`config.mk`:
```
export PLATFORM = sky130hd
export DESIGN_NAME = ym3438_mixer
export DESIGN_NICKNAME = d
export VERILOG_FILES = /design/src/rtl/ym3438_mix_pkg.sv /design/src/rtl/ym3438_mix_acc.sv /design/src/rtl/ym3438_mixer.sv
export SDC_FILE = /design/constraint.sdc
export NUM_CORES = 1
export LEC_CHECK = 0
export CORE_MARGIN = 3
export CORE_UTILIZATION = 39
export DETAILED_ROUTE_END_ITERATION = 10
export PLACE_DENSITY = 0.6
export SLEW_MARGIN = 20
export SYNTH_ARGS = -nofsm -noshare
export SYNTH_HDL_FRONTEND = slang
export SYNTH_SLANG_ARGS = --single-unit
```
`constraint.sdc`:
```
create_clock -name MCLK -period 3 [get_ports MCLK]
set_clock_uncertainty 0.2 [all_clocks]
set_input_delay 0.6 -clock MCLK [delete_from_list [all_inputs] [get_ports MCLK]]
set_output_delay 0.6 -clock MCLK [all_outputs]
set_load 0.02 [all_outputs]
```
`src/rtl/ym3438_mix_pkg.sv`:
```
// Shared constants for the YM3438 stereo channel mixer.
package ym3438_mix_pkg;
    localparam int         CH_NUM_DEF    = 6;
    localparam int         OUT_WIDTH_DEF = 12;
    localparam logic [8:0] OFFSET_ZERO   = 9'h100;
endpackage

```
`src/rtl/ym3438_mix_acc.sv`:
```
// One side (left or right) of the mixer: running signed sum plus a held frame result.
module ym3438_mix_acc #(
    parameter int W = 12
) (
    input  logic         clk,
    input  logic         rst_n,
    input  logic         en,
    input  logic         restart,
    input  logic         load,
    input  logic         add,
    input  logic [W-1:0] sample,
    output logic [W-1:0] sum
);
    logic [W-1:0] acc_q, acc_d;
    logic [W-1:0] out_q, out_d;
    logic [W-1:0] contrib;

    always_comb begin
        contrib = add ? sample : '0;
        acc_d   = acc_q;
        out_d   = out_q;
        if (en) begin
            // The result register captures the sum as it stood before this slot.
            if (load) out_d = acc_q;
            acc_d = restart ? contrib : acc_q + contrib;
        end
    end

    always_ff @(posedge clk or negedge rst_n) begin
        if (!rst_n) begin
            acc_q <= '0;
            out_q <= '0;
        end else begin
            acc_q <= acc_d;
            out_q <= out_d;
        end
    end

    assign sum = out_q;
endmodule

```
`src/rtl/ym3438_mixer.sv`:
```
// Accumulates up to CH_NUM panned channel samples per frame and emits stereo sums on frame_sync.
module ym3438_mixer
    import ym3438_mix_pkg::*;
#(
    parameter int CH_NUM    = CH_NUM_DEF,
    parameter int OUT_WIDTH = OUT_WIDTH_DEF
) (
    input  logic                 MCLK,
    input  logic                 reset_n,
    input  logic                 c1,
    input  logic                 frame_sync,
    input  logic                 ch_valid,
    input  logic [8:0]           ch_out,
    input  logic [1:0]           ch_pan,
    output logic [OUT_WIDTH-1:0] out_l,
    output logic [OUT_WIDTH-1:0] out_r,
    output logic                 out_valid,
    output logic                 frame_ovf
);
    localparam int             CW     = $clog2(CH_NUM + 1);
    localparam logic [CW-1:0]  CH_MAX = CW'(CH_NUM);

    logic [CW-1:0]        cnt_q, cnt_d;
    logic                 ovr_q, ovr_d;
    logic                 ovf_q, ovf_d;
    logic                 valid_q, valid_d;
    logic                 sync;
    logic                 contrib;
    logic [8:0]           s9;
    logic [OUT_WIDTH-1:0] sample;

    assign s9     = ch_out ^ OFFSET_ZERO;
    assign sample = OUT_WIDTH'($signed(s9));
    assign sync   = c1 & frame_sync;
    // A sync slot starts a fresh frame, so its own sample always fits.
    assign contrib = c1 & ch_valid & (frame_sync | (cnt_q < CH_MAX));

    always_comb begin
        cnt_d   = cnt_q;
        ovr_d   = ovr_q;
        ovf_d   = ovf_q;
        valid_d = sync;
        if (c1) begin
            if (frame_sync) begin
                ovf_d = ovr_q;
                ovr_d = 1'b0;
                cnt_d = contrib ? CW'(1) : '0;
            end else if (ch_valid) begin
                if (cnt_q == CH_MAX) ovr_d = 1'b1;
                else                 cnt_d = cnt_q + CW'(1);
            end
        end
    end

    always_ff @(posedge MCLK or negedge reset_n) begin
        if (!reset_n) begin
            cnt_q   <= '0;
            ovr_q   <= 1'b0;
            ovf_q   <= 1'b0;
            valid_q <= 1'b0;
        end else begin
            cnt_q   <= cnt_d;
            ovr_q   <= ovr_d;
            ovf_q   <= ovf_d;
            valid_q <= valid_d;
        end
    end

    ym3438_mix_acc #(.W(OUT_WIDTH)) u_acc_l (
        .clk     (MCLK),
        .rst_n   (reset_n),
        .en      (c1),
        .restart (frame_sync),
        .load    (frame_sync),
        .add     (contrib & ch_pan[1]),
        .sample  (sample),
        .sum     (out_l)
    );

    ym3438_mix_acc #(.W(OUT_WIDTH)) u_acc_r (
        .clk     (MCLK),
        .rst_n   (reset_n),
        .en      (c1),
        .restart (frame_sync),
        .load    (frame_sync),
        .add     (contrib & ch_pan[0]),
        .sample  (sample),
        .sum     (out_r)
    );

    assign out_valid = valid_q;
    assign frame_ovf = ovf_q;
endmodule
```
==> impl_metrics.yaml <==
logic_synthesis:
  ys_seq_area_share_pct: 40.12
  ys.flop_type: "sky130_fd_sc_hd__dfrtp_1"
  synth-compound-area-share_pct: 18.54
  fraction_of_the_mapped_netlist_area_in_simple_logic_gates_pct: 15.56
  synth_fp_nets: 381
  synth.lib_cells_used.distinct: 51
  synth-warning-count: 0
  synth.area.mux_share_pct: 9.212
  synth_top_cells_by_area: "sky130_fd_sc_hd__dfrtp_1 40%, sky130_fd_sc_hd__ha_1 8.9%, sky130_fd_sc_hd__mux2_2 8.0%"
  synth_xor_xnor_area_share_pct: 3.603
  post_synth_fa_ha_maj_area_fraction_pct: 10.10
  synth_edf_count: 0
  ys_async_sr_fraction_pct: 100.0
  ys_ff_latch: 54
  post_synth_inst_count: 339
  synth_top_area_cell: "sky130_fd_sc_hd__dfrtp_1"
  synth_largest_type_area_fraction_pct: 40.12
  synth_top_family_by_area: "compound AO/OA/AOI/OAI gates"
  synth.avg_cell_area_um2: 9.936
  syn-cell-area_um2: 3368
global_route:
  grt_start_max_net_pins: 45
  grt_antenna_before_repair: 0
  globalRoute.totalOverflow: 0
  first_global_vias: 2880
  wire_length_of_the_first_global_routing_pass_um: 13570
  groute.usage.overall_pct: 17.02
timing:
  final-setup-viol-count: 0
  fmax_mhz: 341.5
  worst_pin_slew_ns: 0.6497
  holdWs_ns: 0.1105
  hold_viol: 0
  period_utilisation_layout_pct: 97.60
  slew-limit-headroom_pct: 56.69
  min_cycle_time_layout_ns: 2.928
  finalMaxSlewViolations: 0
floorplanning:
  std_cell_rows: 33
  die-width_um: 98.93
  dieArea_um2: 9787
  floorplan.io_pins: 42
  die-height_um: 98.93
  core-area_um2: 8299
  floorplan.initialDensity_pct: 40.58
worst_setup_path:
  setup.worst_path.class: "primary input to flop"
  timing.critical_path.from_type: "primary input"
  worst_setup_path_end_kind: "flop"
  worst_ep_required_time_ns: 3.04
  critPathArrivalTime_ns: 2.96
  worstPathMaxFanout: 5
  ff2ff_setup_slack_ns: 0.18
route:
  wl_per_cell_um: 14.83
  postRouteWirelength_um: 7921
  number_of_iterations_in_the_first_detailed_routing_pass: 4
  drc_errors: 0
  num_vias: 2785
  drtIter0Drc: 57
  detail-route-antenna-nets: 0
  avgViaCountPerCell: 5.215
clock_tree:
  insertion_delay_ns: 0.31
  worst_setup_hold_path_clk_slew_ns: 0.10
  clock_tree_from_tritoncts: "done"
  clock_buffer_count_from_cts: 5
  root_buffer: "sky130_fd_sc_hd__clkbuf_8"
  tritoncts_num_sinks: 54
  htree_levels: 2
  cts_hold_repair.buffers: 0
  cts_buffer_depth: 2
finish:
  antenna-diode-count: 0
  syn_to_final_growth_pct: 31.09
  drive_gt1_share_pct: 27.74
  layout.cells.non_filler: 534
  layout.nets: 471
power:
  peakVddDrop_v: 0.0003089
  powerDensity_nw_per_um2: 466.0
  cellLeakagePower_nw: 2.101
  p_total_mw: 2.058
placed_design:
  dpl.cell_count: 524
  globalplace.congestion: 0.8596
  half_perimeter_wire_length_after_placement_um: 5887
  placement.io_buffers: 41
run:
  maxCapViolations: 0
hold_path:
  min-delay-path-class: "primary input to asynchronous set/reset pin"
status:
  status: "complete, no violations"
critical path: stages:
cell and delay [ns]:
sky130_fd_sc_hd__clkdlybuf4s50_1 0.44, sky130_fd_sc_hd__nor3b_4 0.17, sky130_fd_sc_hd__buf_4 0.12, sky130_fd_sc_hd__buf_4 0.13, sky130_fd_sc_hd__and2_2 0.20, sky130_fd_sc_hd__ha_1 0.33
sky130_fd_sc_hd__nand4_1 0.20, sky130_fd_sc_hd__a21oi_4 0.24, sky130_fd_sc_hd__a31oi_1 0.14, sky130_fd_sc_hd__a21o_2 0.23, sky130_fd_sc_hd__a31oi_1 0.14
synth_stat cells, drive strengths merged, types with 3 or more instances:
| master | instances |
|---|---|
| a41oi | 3 |
| clkbuf | 6 |
| and3 | 4 |
| a21oi | 38 |
| a31oi | 5 |
| dfrtp | 54 |
| a21boi | 4 |
| xor2 | 9 |
| inv | 11 |
| nor2b | 7 |
| nand2b | 4 |
| nor3 | 5 |
| nand2 | 21 |
| o211ai | 5 |
| xnor2 | 4 |
| mux2 | 24 |
| ha | 24 |
| o21ai | 20 |
| o21a | 5 |
| nor3b | 3 |
| nor2 | 21 |
| buf | 6 |
| mux2i | 4 |
| and2 | 15 |
| a21o | 14 |
stage by stage:
step | worst slack (ns) | area (um2) | TNS, ns | utilization, %
3_5_place_dp | -0.6585 | 4278 | -8.275 | 51.55
4_1_cts | 0.003164 | 4375 | 0 | 52.72
6_report | 0.07205 | 4415 | 0 | 53.20
5_1_grt | -0.005588 | 4415 | -0.008548 | 53.20
2_1_floorplan | 0.02611 | 3401 | 0 | -
3_3_place_gp | -0.5591 | 4278 | -7.772 | 51.55
per-layer routing:
| metal | part of all wire [%] | track usage [%] |
|---|---|---|
| met1 | 48 | 22.57 |
| met2 | 49 | 28.93 |
| met3 | 2.8 | 3.114 |
| met4 | 0.92 | 3.887 |
| met5 | 0 | 0 |
where the power goes:
| group | leakage [nW] | switching, mW | total, mW | internal (mW) |
|---|---|---|---|---|
| registers | 0.665 | 0.0820 | 0.929 | 0.847 |
| logic | 1.40 | 0.352 | 0.735 | 0.383 |
| clock network | 0.0383 | 0.232 | 0.394 | 0.162 |
| total | 2.10 | 0.666 | 2.06 | 1.39 |
cell type report:
class / count / area (um2)
fillers: 781 / 3884
multi-input cells: 261 / 2001
flip-flops and latches: 54 / 1351
repair buffers: 95 / 810.8
well taps: 105 / 131.4
clock buffers: 7 / 76.32
inverters: 12 / 45.04
cells by family (layout without fill, tap and decap cells):
kind of cell,after synthesis,count (layout)
AOI/OAI and AO/OA,102,102
and+or+nand+nor,92,92
DFF,54,54
muxes,28,28
adders and majority gates,26,26
buffers and inverters,24,114
xor gates and xnor gates,13,13
repair_timing:
item,CTS,global route
gates resized for setup,7,16
gates cloned,0,0
pin swaps,6,9
endpoints found under the setup margin,15,13
hold endpoints to repair,0,0
setup buffers,2,1
cell usage in the layout (no fill, tap or decap), types with 3 or more instances in the layout:
cell / n
sky130_fd_sc_hd__and2_2: 7
sky130_fd_sc_hd__a21oi_2: 3
sky130_fd_sc_hd__a21oi_1: 34
sky130_fd_sc_hd__mux2_2: 24
sky130_fd_sc_hd__nor3_1: 5
sky130_fd_sc_hd__buf_4: 53
sky130_fd_sc_hd__a21o_1: 13
sky130_fd_sc_hd__clkbuf_8: 5
sky130_fd_sc_hd__nor2_1: 21
sky130_fd_sc_hd__mux2i_1: 4
sky130_fd_sc_hd__clkdlybuf4s50_1: 36
sky130_fd_sc_hd__nand2b_1: 4
sky130_fd_sc_hd__dfrtp_1: 54
sky130_fd_sc_hd__a31oi_1: 4
sky130_fd_sc_hd__inv_1: 11
sky130_fd_sc_hd__xnor2_1: 4
sky130_fd_sc_hd__and3_1: 4
sky130_fd_sc_hd__xor2_1: 8
sky130_fd_sc_hd__nor2b_1: 5
sky130_fd_sc_hd__ha_1: 23
sky130_fd_sc_hd__and2_1: 7
sky130_fd_sc_hd__clkbuf_2: 3
sky130_fd_sc_hd__o21ai_0: 16
sky130_fd_sc_hd__nand2_1: 20
sky130_fd_sc_hd__o21a_1: 5
sky130_fd_sc_hd__a21boi_0: 4
sky130_fd_sc_hd__o211ai_1: 5
flip-flops by register name, indices dropped and copies added, names as in the netlist:
| register | cells |
|---|---|
| cnt_q | 3 |
| frame_ovf | 1 |
| out_valid | 1 |
| ovr_q | 1 |
| u_acc_l.acc_q | 12 |
| u_acc_l.sum | 12 |
| u_acc_r.acc_q | 12 |
| u_acc_r.sum | 12 |
final timing paths:
| check | start | to | cells past startpoint |
|---|---|---|---|
| hold / removal | reset_n | ovr_q | 1 |
| setup / recovery | ch_pan[0] | u_acc_r.acc_q[11] | 11 |
| hold reg to reg | u_acc_r.sum[1] | u_acc_r.sum[1] | 2 |
| min in group MCLK | u_acc_r.sum[1] | u_acc_r.sum[1] | 2 |
| max in group asynchronous | reset_n | u_acc_l.sum[7] | 2 |
| setup reg to reg | cnt_q[1] | u_acc_l.acc_q[10] | 12 |
Note: power is estimated with default switching activity, not from simulation.
